==> src/rtl/prnd_mod_gen.sv <==
// prnd_mod_gen: 16-bit Fibonacci LFSR whose low bits are reduced modulo a
// runtime divisor. The reduction is a bit-serial restoring remainder, so the
// latency is fixed at N+1 clocks from acceptance to the valid pulse. A request
// that arrives in the DONE cycle is held over and started from IDLE, which
// gives a back-to-back period of N+2 clocks.
module prnd_mod_gen #(
    parameter int          NUM_PRND_BITS = 5,         // legal range 2..15
    parameter logic [15:0] LFSR_SEED     = 16'hACE1   // 0 is replaced by 1
) (
    input  logic                     clock,
    input  logic                     reset,
    input  logic                     enable,
    input  logic                     advance,
    input  logic [NUM_PRND_BITS:0]   divisor,
    output logic [NUM_PRND_BITS-1:0] prndNumber,
    output logic                     valid,
    output logic                     busy,
    output logic                     overrun
);

    localparam int          N         = NUM_PRND_BITS;
    localparam int          RW        = N + 1;   // remainder width
    localparam int          CW        = 4;       // enough to count 15 iterations
    localparam logic [15:0] SEED_EFF  = (LFSR_SEED == 16'h0000) ? 16'h0001 : LFSR_SEED;
    localparam logic [CW-1:0] LAST_ITER = CW'(N - 1);

    typedef enum logic [1:0] {
        IDLE   = 2'd0,
        REDUCE = 2'd1,
        DONE   = 2'd2
    } state_t;

    // LFSR
    logic [15:0]   lfsr_reg;
    logic [15:0]   lfsr_next;

    // Control
    state_t        state_reg;
    state_t        state_next;
    logic          load_job;
    logic          step_job;
    logic          finish_job;
    logic [CW-1:0] iter_reg;
    logic          pending_reg;

    // Reduction datapath
    logic [N-1:0]  raw_reg;
    logic [RW-1:0] div_reg;
    logic [RW-1:0] rem_reg;
    logic [RW-1:0] rem_next;
    logic [RW:0]   trial;
    logic          trial_ge;

    // Output registers
    logic [N-1:0]  prnd_reg;
    logic          valid_reg;
    logic          overrun_reg;

    // Shift-left part of the LFSR: each bit takes its lower neighbour.
    genvar gi;
    generate
        for (gi = 1; gi < 16; gi++) begin : g_lfsr_shift
            assign lfsr_next[gi] = lfsr_reg[gi-1];
        end
    endgenerate

    // Fibonacci feedback taps 16,14,13,11 enter at the LSB.
    assign lfsr_next[0] = lfsr_reg[15] ^ lfsr_reg[13] ^ lfsr_reg[12] ^ lfsr_reg[10];

    // LFSR register: free-runs while enabled, freezes while disabled.
    always_ff @(posedge clock or posedge reset) begin
        if (reset) begin
            lfsr_reg <= SEED_EFF;
        end else if (enable) begin
            lfsr_reg <= lfsr_next;
        end
    end

    // FSM state register.
    always_ff @(posedge clock or posedge reset) begin
        if (reset) begin
            state_reg <= IDLE;
        end else begin
            state_reg <= state_next;
        end
    end

    // FSM next state and datapath strobes; disabling aborts any job.
    always_comb begin
        state_next = state_reg;
        load_job   = 1'b0;
        step_job   = 1'b0;
        finish_job = 1'b0;
        if (!enable) begin
            state_next = IDLE;
        end else begin
            case (state_reg)
                IDLE: begin
                    if (advance || pending_reg) begin
                        load_job   = 1'b1;
                        state_next = REDUCE;
                    end
                end
                REDUCE: begin
                    step_job = 1'b1;
                    if (iter_reg == LAST_ITER) begin
                        state_next = DONE;
                    end
                end
                DONE: begin
                    finish_job = 1'b1;
                    state_next = IDLE;
                end
                default: begin
                    state_next = IDLE;
                end
            endcase
        end
    end

    // One restoring step: bring in the next raw bit, subtract if it fits.
    always_comb begin
        trial    = {rem_reg, raw_reg[N-1]};
        trial_ge = (trial >= {1'b0, div_reg});
        rem_next = trial_ge ? RW'(trial - {1'b0, div_reg}) : trial[RW-1:0];
    end

    // Reduction datapath: capture operands on acceptance, then one bit per clock.
    always_ff @(posedge clock or posedge reset) begin
        if (reset) begin
            raw_reg  <= '0;
            div_reg  <= '0;
            rem_reg  <= '0;
            iter_reg <= '0;
        end else if (load_job) begin
            raw_reg  <= lfsr_reg[N-1:0];
            div_reg  <= divisor;
            rem_reg  <= '0;
            iter_reg <= '0;
        end else if (step_job) begin
            raw_reg  <= raw_reg << 1;
            rem_reg  <= rem_next;
            iter_reg <= iter_reg + CW'(1);
        end
    end

    // Result register and valid pulse; a zero divisor yields zero.
    always_ff @(posedge clock or posedge reset) begin
        if (reset) begin
            prnd_reg  <= '0;
            valid_reg <= 1'b0;
        end else begin
            valid_reg <= finish_job;
            if (!enable) begin
                prnd_reg <= '0;
            end else if (finish_job) begin
                prnd_reg <= (div_reg == '0) ? '0 : rem_reg[N-1:0];
            end
        end
    end

    // Held-over request from the DONE cycle and the sticky overrun flag.
    always_ff @(posedge clock or posedge reset) begin
        if (reset) begin
            pending_reg <= 1'b0;
            overrun_reg <= 1'b0;
        end else begin
            pending_reg <= enable && advance && (state_reg == DONE);
            if (enable && advance && (state_reg == REDUCE)) begin
                overrun_reg <= 1'b1;
            end
        end
    end

    assign prndNumber = prnd_reg;
    assign valid      = valid_reg;
    assign busy       = (state_reg == REDUCE);
    assign overrun    = overrun_reg;

endmodule
==> config.mk <==
export PLATFORM = sky130hd
export DESIGN_NAME = prnd_mod_gen
export DESIGN_NICKNAME = d
export VERILOG_FILES = /design/src/rtl/prnd_mod_gen.sv
export SDC_FILE = /design/constraint.sdc
export NUM_CORES = 1
export LEC_CHECK = 0
export ABC_AREA = 1
export BUFFER_PORTS_ARGS = -buffer_cell sky130_fd_sc_hd__buf_2
export CAP_MARGIN = 10
export CORE_ASPECT_RATIO = 0.9
export CORE_MARGIN = 5
export CORE_UTILIZATION = 39
export DETAILED_ROUTE_END_ITERATION = 12
export PLACE_DENSITY = 0.54
export REMOVE_ABC_BUFFERS = 1
export SLEW_MARGIN = 20
export SYNTH_ARGS = -nofsm -noshare
export SYNTH_HDL_FRONTEND = slang
export SYNTH_SLANG_ARGS = --single-unit
==> constraint.sdc <==
create_clock -name clock -period 1.7 [get_ports clock]
set_input_delay 0.17 -clock clock [delete_from_list [all_inputs] [get_ports clock]]
set_output_delay 0.17 -clock clock [all_outputs]
set_load 0.01 [all_outputs]
# == After elaboration in Yosys (flattened, before gate mapping) ==
# Index checks and enable logic that the tools add are counted.
# totals
reg_bits,47
# op_classes
addsub,2
n_lt_le_gt_ge,1
n_eq_ne,6
mux,21
n_bitwise,3
n_reduce_logical,8
# ops
operator,count
$mux W5,5
$mux W6,3
$mux W4,2
$ge A7 B6 Y1,1
$mux W1,7
$logic_not A6 Y1,1
$mux W2,3
$sub A6 B6 Y6,1
$add A4 B1 Y4 const B,1
$eq A4 B3 Y1 const B,1
$pmux W2 S2,1
$logic_and A1 B1 Y1,3
$ne A3 B2 Y1 const B,1
$ne A3 B3 Y1 const B,1
$xor A1 B1 Y1,3
$eq A2 B1 Y1 const B,1
$eq A2 B2 Y1 const B,1
$logic_not A2 Y1,1
$ne A2 B1 Y1 const B,1
$reduce_and A2 Y1,1
$reduce_bool A2 Y1,1
$logic_or A1 B1 Y1,1

# == Depth between registers and ports, before layout ==
# Gate-level depths: netlist of the first run.
# logic_depth
word_depth,5
ltp_mapped,11

# == Least setup slack after synthesis of the first run ==
# No wires, ideal clock.
# synth_timing
path_type,register -> register
start,register raw_reg[4]
end,register rem_reg[4]
setup_time_ps,117
arrival_ps,1414
path_slack_ps,169
stages_incl_launch_ff,11
cell_sequence,dfrtp_1 > inv_1 > ha_1 > inv_1 > fa_1 > nand3_1 > nand2_1 > xnor2_1 > nand2_1 > nand3_1 > nand2_1
# synth_via
elab_chain_cells,4
elab_cells_between_ends,5
cone_classes,add/sub: 1; order compare: 1; mux: 3
# synth_lines
element,line_no,text
from (decl),47,logic [N-1:0] raw_reg;
from (signal assigned),136,raw_reg <= lfsr_reg[N-1:0];
from (signal assigned),141,raw_reg <= raw_reg << 1;
$sub A6 B6 Y6 / $ge A7 B6 Y1 (equally long branches),"125, 124",
$mux W6 *,125,"rem_next = trial_ge ? RW'(trial - {1'b0, div_reg}) : trial[RW-1:0];"
$mux W6 *,140,end else if (step_job) begin
$mux W6 *,135,end else if (load_job) begin
to (signal assigned),142,rem_reg <= rem_next;
to (decl),49,logic [RW-1:0] rem_reg;
# Mark *: on every way between the ends. The rest lies on a longest branch, timed or not. The select of a mux whose other input is x is not followed.
# A chain may end at the register's enable or synchronous reset.

# == Final worst setup path of the first run ==
# layout_timing
start,register rem_reg[4]
end,register rem_reg[5]
# layout_via
elab_chain_cells,4
elab_cells_between_ends,5
cone_classes,add/sub: 1; order compare: 1; mux: 3
# layout_lines
element,line_no
$sub A6 B6 Y6 / $ge A7 B6 Y1 (equally long branches),"125, 124"
$mux W6 *,125
$mux W6 *,140
$mux W6 *,135
# Marked as above.

==> impl_metrics.ini, run 1 <==
[floorplan]
die_y_um = 83.87
rows = 26
start_util = 0.4084
die_w_um = 92.08
core_um2 = 5791
io_pins = 18
die-area_um2 = 7723

[placed_design]
placed_cells = 363
io_buffers = 17
gp_congestion = 0.8448
dpl.hpwl_mm = 3.354

[finish]
layout-drive-gt1-share = 0.2483
layout.nets = 321
area_delta_synth_final_pct = 16.98
utilization = 0.4777
layout_commonest_cell = nand2_1
most-common-layout-cells = 79 x nand2_1, 38 x dfrtp_1, 26 x inv_1, 26 x nand3_1
largest_reg_flops = 16
fin_cells = 372
diodes = 0

[grt]
gr-usage-all-layers = 0.1339
overflow = 0
grt_pass1_wl_mm = 8.376
antenna_found_initial = 0
grt_max_degree = 48
grt_pass1_vias = 1741

[pwr]
power_uw = 4589
cellPowerDensity_nw_per_um2 = 1659
leakage_uw = 0.001417
ir_drop_uv = 630.7

[outcome]
status = finished clean

[critical_path]
critPathLaunchType = flop
arrival_ps = 1800
end_kind = flop
crit_required_ps = 1900
reg2reg_slack_ps = 90
critical_path_class = reg2reg
r2r-end = rem_reg[5]
cp_max_fo = 8
reg2regPathDepth = 8
rr_startpoint = rem_reg[4]

[yosys]
synth_edf_count = 0
netlist_instances = 272
ys_types = 40
syn-cell-area_um2 = 2365
ys_async_sr_fraction = 1.000
syn_area_per_cell_um2 = 8.694
yosysWarningCount = 0
dominantRegCellSynth = dfrtp_1
synth-seq-cells = 47
yosysSeqAreaShare = 0.5016

[detailed_routing]
final_antenna_net_count = 0
wl_per_cell_um = 12.87
wl_mm = 4.787
first_iter_violations = 67
dr_total_vias = 1784
via_per_inst = 4.796
dr.pass1.iters = 4
route.detailed.drc = 0

[clocking]
numCtsBuffers = 5
tritoncts = done
h-tree-depth = 2
root_buffer = clkbuf_8
clkSinkCount = 47
clk_path_buf_depth = 2
clk_pin_slew_ps = 90
worstSkewPairLatency_ps = 290

[timing]
skew_ps = 6.178
hold_viol = 0
timing.final.crit_share = 0.9450
drv_slew = 0
max_freq_mhz = 622.5
finalSetupViolCount = 0
holdWs_ps = 64.79
worstMarginPinSlew_ps = 314.8
finalCriticalPeriod_ps = 1606
maxSlewHeadroom = 0.7898

[run]
cap_violations = 0

[hold_path]
hold_path.class = in2reg
holdPathStages = 3
whs_endpoint = div_reg[0]
min_from = divisor[0]
==> kinds of logic (layout without fill, tap and decap cells) <==
family	after synthesis	count (layout)	share of synthesized area
buffers and inverters	43	73	0.07672
AO/OA/AOI/OAI	35	35	0.09365
adder cells (fa/ha/maj)	10	10	0.05609
flip-flops	47	47	0.5016
AND/OR/NAND/NOR	133	133	0.2571
XOR/XNOR	4	4	0.01482
==> per-layer routing <==
layer  GRT usage  share of wire
met1      0.1941           0.53
met2      0.1976           0.42
met3     0.03607          0.038
met4     0.03374         0.0096
met5           0              0
==> synthesized netlist by cell type (2+ instances only) <==
| library cell | count | area [um2] |
|---|---|---|
| inv_2 | 5 | 18.77 |
| nand2_4 | 2 | 22.52 |
| nand2_1 | 80 | 300.3 |
| nand3b_1 | 3 | 22.52 |
| xnor2_1 | 3 | 26.28 |
| inv_1 | 29 | 108.9 |
| buf_2 | 2 | 10.01 |
| nor3_1 | 2 | 10.01 |
| dfstp_2 | 8 | 210.2 |
| ha_1 | 9 | 112.6 |
| a21oi_1 | 3 | 15.01 |
| o21ai_1 | 17 | 85.08 |
| dfrtp_1 | 39 | 975.9 |
| nand2_2 | 2 | 12.51 |
| nor4_1 | 2 | 12.51 |
| o21ai_2 | 3 | 26.28 |
| nand3_1 | 28 | 140.1 |
| o21ai_0 | 5 | 25.02 |
| buf_1 | 2 | 7.510 |
| nor2_1 | 6 | 22.52 |
| a21oi_4 | 2 | 32.53 |
| buf_4 | 2 | 15.01 |
==> stage by stage <==
| stage | setup slack (ps) | area, um2 | setup TNS (ps) |
|---|---|---|---|
| 3_3_place_gp | 29.91 | 2592 | 0 |
| 3_5_place_dp | -19.43 | 2592 | -62.40 |
| 5_1_grt | -6.392 | 2766 | -6.392 |
| 4_1_cts | 24.81 | 2723 | 0 |
| 2_1_floorplan | 167.1 | 2317 | 0 |
| 6_report | 93.57 | 2766 | 0 |
==> worst max-delay path, stage by stage (launching register included) <==
cell and delay (ps):
dfrtp_1 430, ha_1 310, buf_4 150, a21oi_4 270, nand3_1 130, nand2_1 70, inv_1 40, nand2_1 50
nand2_1 40
==> how the worst max path moves through the flow <==
stage / endpoint / from / slack (ps)
3_5_place_dp: rem_reg[5] / rem_reg[1] / -20
6_report: rem_reg[5] / rem_reg[4] / 90
4_1_cts: rem_reg[5] / div_reg[4] / 20
2_1_floorplan: rem_reg[4] / raw_reg[4] / 170
5_1_grt: rem_reg[5] / rem_reg[0] / -6
3_3_place_gp: rem_reg[2] / rem_reg[1] / 30
==> power breakdown <==
part | total (uW) | internal (uW) | switching (uW)
Clock | 857 | 477 | 381
Sequential | 1640 | 1440 | 201
Combinational | 2090 | 900 | 1190
Total | 4590 | 2810 | 1780
==> cell type report <==
cell class / count / area [um2]
clock buffer: 6 / 82.58
clock inverter: 2 / 35.03
fill: 578 / 3024
inverter: 35 / 133.9
multi-input combinational: 182 / 1042
sequential: 47 / 1187
tap: 70 / 87.58
timing repair buffer: 30 / 197.7
==> repair_timing <==
| item | CTS | global route |
|---|---|---|
| buffers inserted | 0 | 0 |
| hold buffers | 1 | 0 |
| pin swaps | 0 | 2 |
| resized for setup | 1 | 10 |
| endpoints found under the setup margin | 5 | 6 |
| endpoints found under the hold margin | 39 | 0 |
(Power assumes the default switching activity.)
==> inputs of run 2 (changes only) <==
==> constraint.sdc (replaced) <==
create_clock -name clock -period 2 [get_ports clock]
set_input_delay 0.2 -clock clock [delete_from_list [all_inputs] [get_ports clock]]
set_output_delay 0.2 -clock clock [all_outputs]
set_load 0.01 [all_outputs]
==> run 2 against run 1 <==
Compared with the run above:
- via count decreased by 3.6%
- design area down 5.9%
- sequential power shrank 14%
- critical path depth stayed put
- core utilization is 2.8 points lower
- flip-flop and latch count did not move
- highest routed layer unchanged
==> impl_metrics.ini, run 2 (synthesis gave the netlist of run 1 again) <==
[outcome]
status = finished clean

[detailed_routing]
final_antenna_net_count = 0
wl_per_cell_um = 12.75
route.detailed.drc = 0
wl_mm = 4.617
dr_total_vias = 1720
dr.pass1.iters = 4
first_iter_violations = 66
via_per_inst = 4.751

[timing]
setup_tns_ps = 0
maxSlewHeadroom = 0.6106
worstMarginPinSlew_ps = 584.1
max_freq_mhz = 557.9
rsz0062_at_grt = false
skew_ps = 12.95
fin_ws_ps = 207.5
finalCriticalPeriod_ps = 1792
finalSetupViolCount = 0
drv_slew = 0
hold_viol = 0
timing.final.crit_share = 0.8962

[grt]
gr-usage-all-layers = 0.1268
grt_pass1_wl_mm = 7.962
grt_max_degree = 48
overflow = 0
met2_usage = 0.1797
grtUsageMet1 = 0.1910
gr-usage-met3 = 0.02976
grt_pass1_vias = 1682
busiest_layer = met1
antenna_found_initial = 0

[floorplan]
core_um2 = 5791
die_w_um = 92.08
rows = 26
io_pins = 18
start_util = 0.4084
die-area_um2 = 7723
die_y_um = 83.87

[finish]
layout-drive-gt1-share = 0.1918
diodes = 0
largest_reg_flops = 16
most-common-layout-cells = 80 x nand2_1, 39 x dfrtp_1, 28 x inv_1, 28 x nand3_1
layout_commonest_cell = nand2_1
layout.nets = 311
area_delta_synth_final_pct = 10.11

[pwr]
ir_drop_uv = 522.7
cellPowerDensity_nw_per_um2 = 1343
power_uw = 3496
leakage_uw = 0.001344

[placed_design]
gp_congestion = 0.8906
dpl.hpwl_mm = 3.283
io_buffers = 17
dpl_worst_slack_ps = 243.8

[critical_path]
cp_num_buf_inv = 0
slowest_delay_ps = 490
cp_cell_sequence = ha_1, nand3_1, nand3_1, nand2_2, nand2_4, nand3_1, nand2_1, nand2_1
critPathLaunchType = flop
critical_path_class = reg2reg
crit_required_ps = 2190
cp_top_family = simple AND/OR/NAND/NOR gates
cp_common_cell = nand3_1
arrival_ps = 1980
slowest_stage = ha_1
cp_max_fo = 8
end_kind = flop
reg2reg_slack_ps = 210

[clocking]
tritoncts = done
hold_buffers = 0
clk_path_buf_depth = 2
post_cts_buffers = 0
numCtsBuffers = 5
root_buffer = clkbuf_8
clk_pin_slew_ps = 90
worstSkewPairLatency_ps = 290
clkSinkCount = 47
cts_resized = 0
h-tree-depth = 2

[run]
cap_violations = 0

[hold_path]
hold_path.class = in2async
==> run 2: cell types whose count changed in the layout (fill, tap and decap cells not counted), sizes merged <==
cell,delta
bufinv,-1
dlygate4sd3,-1
clkbuf,+1
buf,-9
==> run 2: final cells by class <==
cell class              instances  area [um2]
fillers                       579        3187
flip-flops and latches         47        1186
multi-input cells             182       997.2
inverters                      35       133.9
repair buffers                 20       107.6
well taps                      70       87.58
clock buffers                   7       86.33
clock inverters                 1       5.005
==> run 2: where the power goes <==
group          switching, uW  total (uW)  leakage [uW]  internal, uW
logic                    912        1510      0.000701           597
registers                189        1410      0.000595          1220
clock network            299         579     0.0000482           279
total                   1400        3500       0.00134          2100
==> run 2: worst register-to-register path: stages, from the launching register on <==
cell and delay, ps:
dfrtp_1 450, ha_1 490, nand3_1 170, nand3_1 130, nand2_2 130, nand2_4 120
nand3_1 80, nand2_1 70, nand2_1 40
==> run 2: final timing paths <==
| path | startpoint | endpoint | depth (start not counted) |
|---|---|---|---|
| max in group asynchronous | reset | rem_reg[4] | 3 |
| min in group clock | divisor[0] | div_reg[0] | 3 |
| min reg2reg | lfsr_reg[5] | lfsr_reg[5] | 2 |
| min | reset | prndNumber[1] | 3 |
| max | rem_reg[1] | rem_reg[5] | 8 |
| max reg2reg | rem_reg[1] | rem_reg[5] | 8 |
==> run 2: metal layers <==
layer / share of wire / up-vias
li1: - / 907
met2: 0.42 / 29
met4: 0.0082 / 0
met1: 0.54 / 779
met5: 0 / -
met3: 0.036 / 5
==> run 2: through the flow <==
step / hold WS [ps] / util / cell area [um2] / cells
after global routing: 104.5 / 0.4497 / 2604 / 362
after detailed placement: 390.4 / 0.4339 / 2512 / 354
after global placement: 393.4 / 0.4339 / 2512 / 354
after CTS: 68.13 / 0.4497 / 2604 / 362
final: 47.37 / 0.4497 / 2604 / 362
after floorplan: 257.7 / - / 2317 / 264
